==> src/rtl/hyper_eot_tracker_if.sv <==
// rtl/hyper_eot_tracker_if.sv - launch/eot request and completion event bundle for hyper_eot_tracker
//
// Ports (master = launching side, slave = tracker):
//   clr        master->slave  NB_CH        per-channel synchronous flush
//   launch_rx  master->slave  NB_CH        RX transfer launched
//   launch_tx  master->slave  NB_CH        TX transfer launched
//   eot        master->slave  NB_CH        controller finished oldest transfer
//   evt_rx_eot slave->master  NB_CH        RX transfer completed, 1-cycle pulse
//   evt_tx_eot slave->master  NB_CH        TX transfer completed, 1-cycle pulse
//   pending    slave->master  NB_CH*CNT_W  per-channel occupancy, channel c at [c*CNT_W +: CNT_W]
//   ovf        slave->master  NB_CH        sticky: launch dropped on full FIFO
//   udf        slave->master  NB_CH        sticky: eot with empty FIFO
interface hyper_eot_tracker_if #(
    parameter int NB_CH = 2,
    parameter int DEPTH = 4,
    parameter int CNT_W = $clog2(DEPTH + 1)
);
    logic [NB_CH-1:0]       clr;
    logic [NB_CH-1:0]       launch_rx;
    logic [NB_CH-1:0]       launch_tx;
    logic [NB_CH-1:0]       eot;
    logic [NB_CH-1:0]       evt_rx_eot;
    logic [NB_CH-1:0]       evt_tx_eot;
    logic [NB_CH*CNT_W-1:0] pending;
    logic [NB_CH-1:0]       ovf;
    logic [NB_CH-1:0]       udf;

    modport master (
        output clr, launch_rx, launch_tx, eot,
        input  evt_rx_eot, evt_tx_eot, pending, ovf, udf
    );

    modport slave (
        input  clr, launch_rx, launch_tx, eot,
        output evt_rx_eot, evt_tx_eot, pending, ovf, udf
    );
endinterface

==> src/rtl/hyper_eot_tracker.sv <==
// rtl/hyper_eot_tracker.sv - per-channel in-order RX/TX tag FIFO routing eot pulses to rx/tx done events
//
// Ports:
//   sys_clk_i  in   clock, rising edge
//   rstn_i     in   asynchronous active-low reset
//   bus        slave modport of hyper_eot_tracker_if (flush/launch/eot in; events, occupancy, sticky flags out)
//
// Each channel holds a shift-register of direction tags (1 = RX, 0 = TX) with the
// oldest tag at bit 0. A pop shifts right; new tags are written just above the
// surviving entries, so order is preserved without read/write pointers.
module hyper_eot_tracker #(
    parameter int NB_CH = 2,
    parameter int DEPTH = 4
) (
    input  logic                  sys_clk_i,
    input  logic                  rstn_i,
    hyper_eot_tracker_if.slave    bus
);
    localparam int CNT_W = $clog2(DEPTH + 1);

    for (genvar c = 0; c < NB_CH; c++) begin : g_ch
        logic [DEPTH-1:0] tags_q, tags_n;
        logic [CNT_W-1:0] count_q, count_n;
        logic             evt_rx_q, evt_tx_q, ovf_q, udf_q;
        logic             evt_rx_n, evt_tx_n, ovf_n, udf_n;
        logic             clr, rx, tx, eot, pop, accept;
        logic [CNT_W:0]   count_w, npush, avail, base;

        assign clr = bus.clr[c];
        assign rx  = bus.launch_rx[c];
        assign tx  = bus.launch_tx[c];
        assign eot = bus.eot[c];

        always_comb begin
            count_w = {1'b0, count_q};
            // Pop only ever looks at the head present at the start of the cycle,
            // so a same-cycle push can never be consumed.
            pop     = eot && (count_q != '0);
            npush   = (CNT_W+1)'(rx) + (CNT_W+1)'(tx);
            avail   = (CNT_W+1)'(DEPTH) - count_w + (CNT_W+1)'(pop);
            // All-or-nothing: a dual launch that does not fully fit is dropped whole.
            accept  = (npush != '0) && (npush <= avail);
            base    = count_w - (CNT_W+1)'(pop);

            tags_n = pop ? (tags_q >> 1) : tags_q;
            for (int i = 0; i < DEPTH; i++) begin
                // First slot takes RX if launched, else the lone TX; a dual launch
                // puts its TX tag in the next slot up.
                if (accept && ((CNT_W+1)'(i) == base)) begin
                    tags_n[i] = rx;
                end
                if (accept && rx && tx && ((CNT_W+1)'(i) == base + (CNT_W+1)'(1))) begin
                    tags_n[i] = 1'b0;
                end
            end

            count_n  = CNT_W'(base + (accept ? npush : '0));
            evt_rx_n = pop & tags_q[0];
            evt_tx_n = pop & ~tags_q[0];
            ovf_n    = ovf_q | ((npush != '0) && !accept);
            udf_n    = udf_q | (eot && (count_q == '0));

            if (clr) begin
                tags_n   = tags_q;
                count_n  = '0;
                evt_rx_n = 1'b0;
                evt_tx_n = 1'b0;
                ovf_n    = 1'b0;
                udf_n    = 1'b0;
            end
        end

        always_ff @(posedge sys_clk_i or negedge rstn_i) begin
            if (!rstn_i) begin
                tags_q   <= '0;
                count_q  <= '0;
                evt_rx_q <= 1'b0;
                evt_tx_q <= 1'b0;
                ovf_q    <= 1'b0;
                udf_q    <= 1'b0;
            end else begin
                tags_q   <= tags_n;
                count_q  <= count_n;
                evt_rx_q <= evt_rx_n;
                evt_tx_q <= evt_tx_n;
                ovf_q    <= ovf_n;
                udf_q    <= udf_n;
            end
        end

        assign bus.evt_rx_eot[c]               = evt_rx_q;
        assign bus.evt_tx_eot[c]               = evt_tx_q;
        assign bus.pending[c*CNT_W +: CNT_W]   = count_q;
        assign bus.ovf[c]                      = ovf_q;
        assign bus.udf[c]                      = udf_q;
    end
endmodule
==> src/flat_wrapper.sv <==
// flat-port wrapper written by rule: the top's interface ports become plain ports
module hyper_eot_tracker_flat 
#(
    parameter int NB_CH = 2,
    parameter int DEPTH = 4
)
  (sys_clk_i, rstn_i, bus_clr, bus_launch_rx, bus_launch_tx, bus_eot, bus_evt_rx_eot, bus_evt_tx_eot, bus_pending, bus_ovf, bus_udf);
  hyper_eot_tracker_if #(.NB_CH(NB_CH), .DEPTH(DEPTH)) bus_i ();
  input  logic sys_clk_i;
  input  logic rstn_i;
  input wire logic [$bits(bus_i.clr)-1:0] bus_clr;
  input wire logic [$bits(bus_i.launch_rx)-1:0] bus_launch_rx;
  input wire logic [$bits(bus_i.launch_tx)-1:0] bus_launch_tx;
  input wire logic [$bits(bus_i.eot)-1:0] bus_eot;
  output wire logic [$bits(bus_i.evt_rx_eot)-1:0] bus_evt_rx_eot;
  output wire logic [$bits(bus_i.evt_tx_eot)-1:0] bus_evt_tx_eot;
  output wire logic [$bits(bus_i.pending)-1:0] bus_pending;
  output wire logic [$bits(bus_i.ovf)-1:0] bus_ovf;
  output wire logic [$bits(bus_i.udf)-1:0] bus_udf;
  assign bus_i.clr = bus_clr;
  assign bus_i.launch_rx = bus_launch_rx;
  assign bus_i.launch_tx = bus_launch_tx;
  assign bus_i.eot = bus_eot;
  assign bus_evt_rx_eot = bus_i.evt_rx_eot;
  assign bus_evt_tx_eot = bus_i.evt_tx_eot;
  assign bus_pending = bus_i.pending;
  assign bus_ovf = bus_i.ovf;
  assign bus_udf = bus_i.udf;
  hyper_eot_tracker #(.NB_CH(NB_CH), .DEPTH(DEPTH)) u_core (.sys_clk_i(sys_clk_i), .rstn_i(rstn_i), .bus(bus_i));
endmodule
==> config.mk <==
export PLATFORM = sky130hd
export DESIGN_NAME = hyper_eot_tracker_flat
export DESIGN_NICKNAME = d
export VERILOG_FILES = /design/src/rtl/hyper_eot_tracker_if.sv /design/src/rtl/hyper_eot_tracker.sv /design/src/flat_wrapper.sv
export SDC_FILE = /design/constraint.sdc
export NUM_CORES = 1
export LEC_CHECK = 0
export ABC_AREA = 1
export BUFFER_PORTS_ARGS = -buffer_cell sky130_fd_sc_hd__buf_2
export CORE_MARGIN = 3
export CORE_UTILIZATION = 55
export DETAILED_ROUTE_END_ITERATION = 8
export PLACE_DENSITY = 0.81
export SLEW_MARGIN = 20
export SYNTH_ARGS = -nofsm -noshare
export SYNTH_HDL_FRONTEND = slang
export SYNTH_SLANG_ARGS = --single-unit
==> constraint.sdc <==
create_clock -name sys_clk_i -period 3.47 [get_ports sys_clk_i]
set_input_delay 0 -clock sys_clk_i [delete_from_list [all_inputs] [get_ports sys_clk_i]]
set_output_delay 0 -clock sys_clk_i [all_outputs]
set_load 0.05 [all_outputs]
# --- After elaboration in Yosys (flattened, before gate mapping) ---
# Index checks and enable logic that the tools add are counted.
totals:
  input_bits: 10
  wordCells: 142
  output_inout_bits: 14
  register_bits: 22
classes:
  reduce_logical: 56
  n_lt_le_gt_ge: 2
  bitwise: 12
  addsub: 12
  n_eq_ne: 12
  muxes: 30
ops:
  columns: ["cell", "count"]
  rows:
  - ["2-bit by 4-bit equality test with 1-bit output, first input constant", 8]
  - ["3-bit nonzero test", 10]
  - ["1-bit logical AND", 28]
  - ["1-bit 2-to-1 mux", 24]
  - ["1-bit by 4-bit equality test with 1-bit output, first input constant", 4]
  - ["4-bit logical NOT", 4]
  - ["2-bit AND reduction", 8]
  - ["3-bit 2-to-1 mux", 4]
  - ["4-bit by 1-bit adder with 4-bit output", 2]
  - ["4-bit by 1-bit adder with 4-bit output, second input constant", 2]
  - ["4-bit less-or-equal comparator", 2]
  - ["4-bit 2-to-1 mux", 2]
  - ["4-bit nonzero test", 2]
  - ["3-bit by 1-bit subtractor with 4-bit output", 2]
  - ["3-bit by 3-bit subtractor with 4-bit output, first input constant", 2]
  - ["3-bit adder", 2]
  - ["3-bit logical NOT", 2]
  - ["1-bit by 1-bit adder with 2-bit output", 2]
  - ["1-bit bitwise AND", 4]
  - ["1-bit inverter", 4]
  - ["1-bit OR", 4]
  - ["1-bit logical NOT", 2]

# --- Depth between registers and ports, before layout ---
logic_depth:
  depth_word: 10
  ltp_mapped: 19
  depth_no_buf: 18

# --- Least setup slack after synthesis ---
# OpenSTA, ideal clock, no wires.
synth_path:
  kind: "register -> register"
  from: "register u_core.g_ch[1].count_q[2]"
  to: "register u_core.g_ch[1].count_q[2]"
  setup_ns: 0.118
  path_slack_ns: 0.224
  stages_incl_launch_ff: 20
  arrival_time_ns: 3.128
  n_path_buf: 1
  synth_period_minus_slack_ns: 3.246
  required_ns: 3.352
  cell_sequence: "dfrtp_1 -> nor2_1 -> nand2_1 -> nand2_1 -> ha_1 -> inv_1 -> ha_1 -> inv_1 -> ha_1 -> nand2_1 -> a21boi_0 -> nand2_1 -> buf_4 -> nand2_1 -> nor2_1 -> ha_1 -> inv_1 -> fa_1 -> xor2_1 -> nor2_1"
synth_between:
  elab_chain_cells: 8
  word_cells_on_any_way: 10
  cone_classes: "add/sub: 4; order compare: 1; mux: 2; reduce/logical: 3"
synth_rtl:
  columns: ["item", "line_no", "source"]
  rows:
  - ["start: declaration", "hyper_eot_tracker.sv:23", "logic [CNT_W-1:0] count_q, count_n;"]
  - ["start signal: assignment", "hyper_eot_tracker.sv:83", "count_q <= count_n;"]
  - ["branches (longest 6 deep; another with 3-bit by 3-bit subtractor with 4-bit output)", null, null]
  - ["3-bit adder *", "hyper_eot_tracker.sv:57", "count_n = CNT_W'(base + (accept ? npush : '0));"]
  - ["3-bit 2-to-1 mux *", "hyper_eot_tracker.sv:63", "if (clr) begin"]
  - ["via u_core.g_ch[1].count_n[2]", "hyper_eot_tracker.sv:23", null]
# Mark *: on every way through the listed nets, which the timed path passes.
# A chain may end at the register's enable or synchronous reset.

# --- Worst setup path after layout ---
layout_path:
  from: "register u_core.g_ch[0].count_q[0]"
  to: "register u_core.g_ch[0].count_q[2]"
layout_between:
  elab_chain_cells: 8
  word_cells_on_any_way: 10
  cone_classes: "add/sub: 4; order compare: 1; mux: 2; reduce/logical: 3"
layout_rtl:
  columns: ["item", "line_no"]
  rows:
  - ["start: declaration", "hyper_eot_tracker.sv:23"]
  - ["start signal: assignment", "hyper_eot_tracker.sv:83"]
  - ["branches (longest 6 deep; another with 3-bit by 3-bit subtractor with 4-bit output)", null]
  - ["3-bit adder *", "hyper_eot_tracker.sv:57"]
  - ["3-bit 2-to-1 mux *", "hyper_eot_tracker.sv:63"]
  - ["via u_core.g_ch[0].count_n[2]", "hyper_eot_tracker.sv:23"]
# Marks and branches as above.

==> flow_metrics.tcl <==
set metrics [dict create \
    path_class "flop to flop" \
    postLayoutCoreUtil 0.6455 \
    num_vias 1593 \
    worstPathArrival_ns 3.42 \
    synthFlopType "dfrtp_1" \
    grt_pass1_wl_um 6313 \
    n_fill_cell 294 \
    start_kind "flop" \
    ios 24 \
    cts_buffers 3 \
    ys_async_sr_fraction 1.000 \
    root_buffer "clkbuf_4" \
    die_h_um 63.22 \
    endpoint_kind "flop" \
    cp-startpoint "u_core.g_ch[0].count_q[0]" \
    syn_to_final_growth_pct 10.35 \
    clkTransAtPathRegs_ns 0.11 \
    cap_violations 0 \
    p_sw_frac 0.5434 \
    power.internal_uw 762.7 \
    combinationalPowerShare 0.699 \
    synthAdderAreaFrac 0.1473 \
    r2r-end "u_core.g_ch[0].count_q[2]" \
    ys_ff_latch 22 \
    n_antenna_cell 0 \
    worst_skew_pair.late_latency_ns 0.30 \
    slew_headroom 0.6626 \
    mostFrequentLayoutCells "74 x nand2_1, 42 x inv_1, 31 x nor2_1, 23 x buf_2, 22 x dfrtp_1" \
    synth_edf_count 0 \
    syn_area_sq_um 1800 \
    io_buffers 23 \
    r2r_slack_ns 0.29 \
    drive_gt1_frac 0.1336 \
    wl_um 3407 \
    grt_max_degree 23 \
    final_nets 309 \
    initial_core_util 0.5850 \
    gp_congestion 0.8556 \
    worstReg2RegStart "u_core.g_ch[0].count_q[0]" \
    cts_resized 0 \
    dr_wl_met3_um 113 \
    synth_top_family_by_area "simple AND/OR/NAND/NOR gates" \
    wl_met2_um 1728 \
    drt-vias-per-instance 4.963 \
    clockBufferDepth 2 \
    synth-simple-area-share 0.3537 \
    power_switching_uw 907.8 \
    worst_pin_slew_ns 0.5061 \
    synthDistinctLibCells 26 \
    synth_compound_area_frac 0.04309 \
    synth_warnings 0 \
    drt_pass1_iterations 4 \
    power.density_nw_per_um2 840.8 \
    worstPathRequired_ns 3.71 \
    numClockSinks 22 \
    grt_usage 0.1957 \
    fin_crit_ns 3.177 \
    fin_skew_ns 0.001097 \
    reg2regPathDepth 16 \
    p_leak_nw 1.173 \
    synth_top_area_cell "dfrtp_1" \
    synth_nets 284 \
    ir_drop_uv 487.5 \
    outcome "finished, final reports clean" \
    final_common_cell "nand2_1" \
    die-area_sq_um 3996 \
    synth-seq-area-share 0.3058 \
    antenna_found_initial 0 \
    drt-initial-drc-count 69 \
    finalCritPeriodShare 0.9154 \
    fp.coreArea_sq_um 3078 \
    fmax_ghz 0.3148 \
    synth-xor-area-share 0.01876 \
    wl_met1_um 1470 \
    rsz0062_at_grt "false" \
    synthCells 254 \
    syn_avg_cell_area_sq_um 7.088 \
    fin_setup_tns_ns 0 \
    ant_nets 0 \
    die-width_um 63.22 \
    setup_viol 0 \
    slew_viol_final 0 \
    endpoint "u_core.g_ch[0].count_q[2]" \
    yosysTopAreaCellShare 0.3058 \
    wire_per_inst_um 10.61 \
    power_frac_seq 0.234 \
    grt_pass1_vias 1530 \
    grt-ovfl-total 0 \
    muxShareOfSynthArea 0 \
    drc 0 \
    hold_path_class "input port to flop" \
    rows 20 \
    hold_viol 0 \
    clockPowerShare 0.067 \
    tritoncts "yes" \
    highest_layer "met4" \
    dp_hpwl_um 2639 \
    synth.top_cells.by_area "dfrtp_1 31%, nand2_1 15%, ha_1 13%" \
    htreeDepth 1 \
    worstPathMaxFanout 7 \
]
[critical path, stage by stage, from the launching register on]
cell and delay [ns]:
dfrtp_1 0.45, o31ai_4 0.40, ha_1 0.23, inv_1 0.04, ha_1 0.26, inv_1 0.04
ha_1 0.28, a21oi_1 0.16, nor2_1 0.10, a21oi_2 0.19, inv_1 0.06, nor2_1 0.09
ha_1 0.14, inv_1 0.04, fa_1 0.37, xor2_1 0.17, nor2_1 0.09
[per-stage QoR]
step / total power, mW / worst slack [ns] / cell area (sq um) / cells / hold WS, ns
2_1_floorplan: 1.363 / 0.2240 / 1800 / 254 / -0.2956
3_3_place_gp: 1.532 / 0.4046 / 1914 / 313 / -0.004079
3_5_place_dp: 1.559 / 0.3183 / 1914 / 313 / 0.002605
4_1_cts: 1.681 / 0.2773 / 1987 / 321 / 0.09267
5_1_grt: 1.886 / 0.04601 / 1987 / 321 / 0.1210
6_report: 1.671 / 0.2935 / 1987 / 321 / 0.1054
[cell usage after synthesis (3+ instances only)]
cell type and number:
nand2_1 74, inv_1 42, nor2_1 31, dfrtp_1 22, ha_1 18, nand3_1 18, nand4_1 15, buf_4 9
a21oi_1 3, nand3_2 3
[what timing repair did]
action / CTS / global route
setup buffers: 0 / 0
endpoints found under the hold margin: 32 / 0
hold buffers: 5 / 0
setup endpoints to repair: 0 / 0
[per-layer routing]
metal,up-vias,global-route usage
met5,-,0
met4,0,0.08625
met3,10,0.02496
met2,31,0.3531
met1,711,0.2308
li1,841,-
[layout make-up]
| class | instances | area [sq um] | share of cell area |
|---|---|---|---|
| repair buffers | 30 | 180.2 | 0.09068 |
| well taps | 44 | 55.05 | 0.02771 |
| inverters | 44 | 165.2 | 0.08312 |
| clock buffers | 3 | 22.52 | 0.01133 |
| multi-input cells | 178 | 1013 | 0.5101 |
| flip-flops and latches | 22 | 550.5 | 0.2771 |
[state kept, by name, indices dropped and copies added, names as in the netlist]
name and cells:
u_core.g_ch.count_q 6, u_core.g_ch.udf_q 2, u_core.g_ch.ovf_q 2, u_core.g_ch.tags_q 8, u_core.g_ch.evt_rx_q 2, u_core.g_ch.evt_tx_q 2
[cells by family after synthesis]
| family | Yosys count |
|---|---|
| xor+xnor | 3 |
| simple gates | 145 |
| compound gates | 10 |
| flops | 22 |
| fa+ha+maj | 20 |
| buf+inv | 54 |
[power by group through the flow]
stage | clock network (mW) | registers, mW | logic, mW
2_1_floorplan | 0 | 0.475 | 0.888
3_5_place_dp | 0 | 0.397 | 1.16
5_1_grt | 0.128 | 0.407 | 1.35
3_3_place_gp | 0 | 0.395 | 1.14
6_report | 0.112 | 0.391 | 1.17
4_1_cts | 0.118 | 0.392 | 1.17
[how the worst min path moves through the flow]
stage,cells after the start,slack [ns],startpoint,end
floorplan,0,-0.30,rstn_i,u_core.g_ch[0].count_q[0]
global placement,1,-0.004,rstn_i,u_core.g_ch[1].udf_q
detailed placement,1,0.003,rstn_i,u_core.g_ch[1].udf_q
CTS,5,0.09,bus_launch_rx[0],u_core.g_ch[0].tags_q[2]
global route,5,0.12,bus_launch_rx[0],u_core.g_ch[0].tags_q[2]
finish,5,0.11,bus_launch_rx[1],u_core.g_ch[1].tags_q[3]
(Power assumes the default switching activity.)
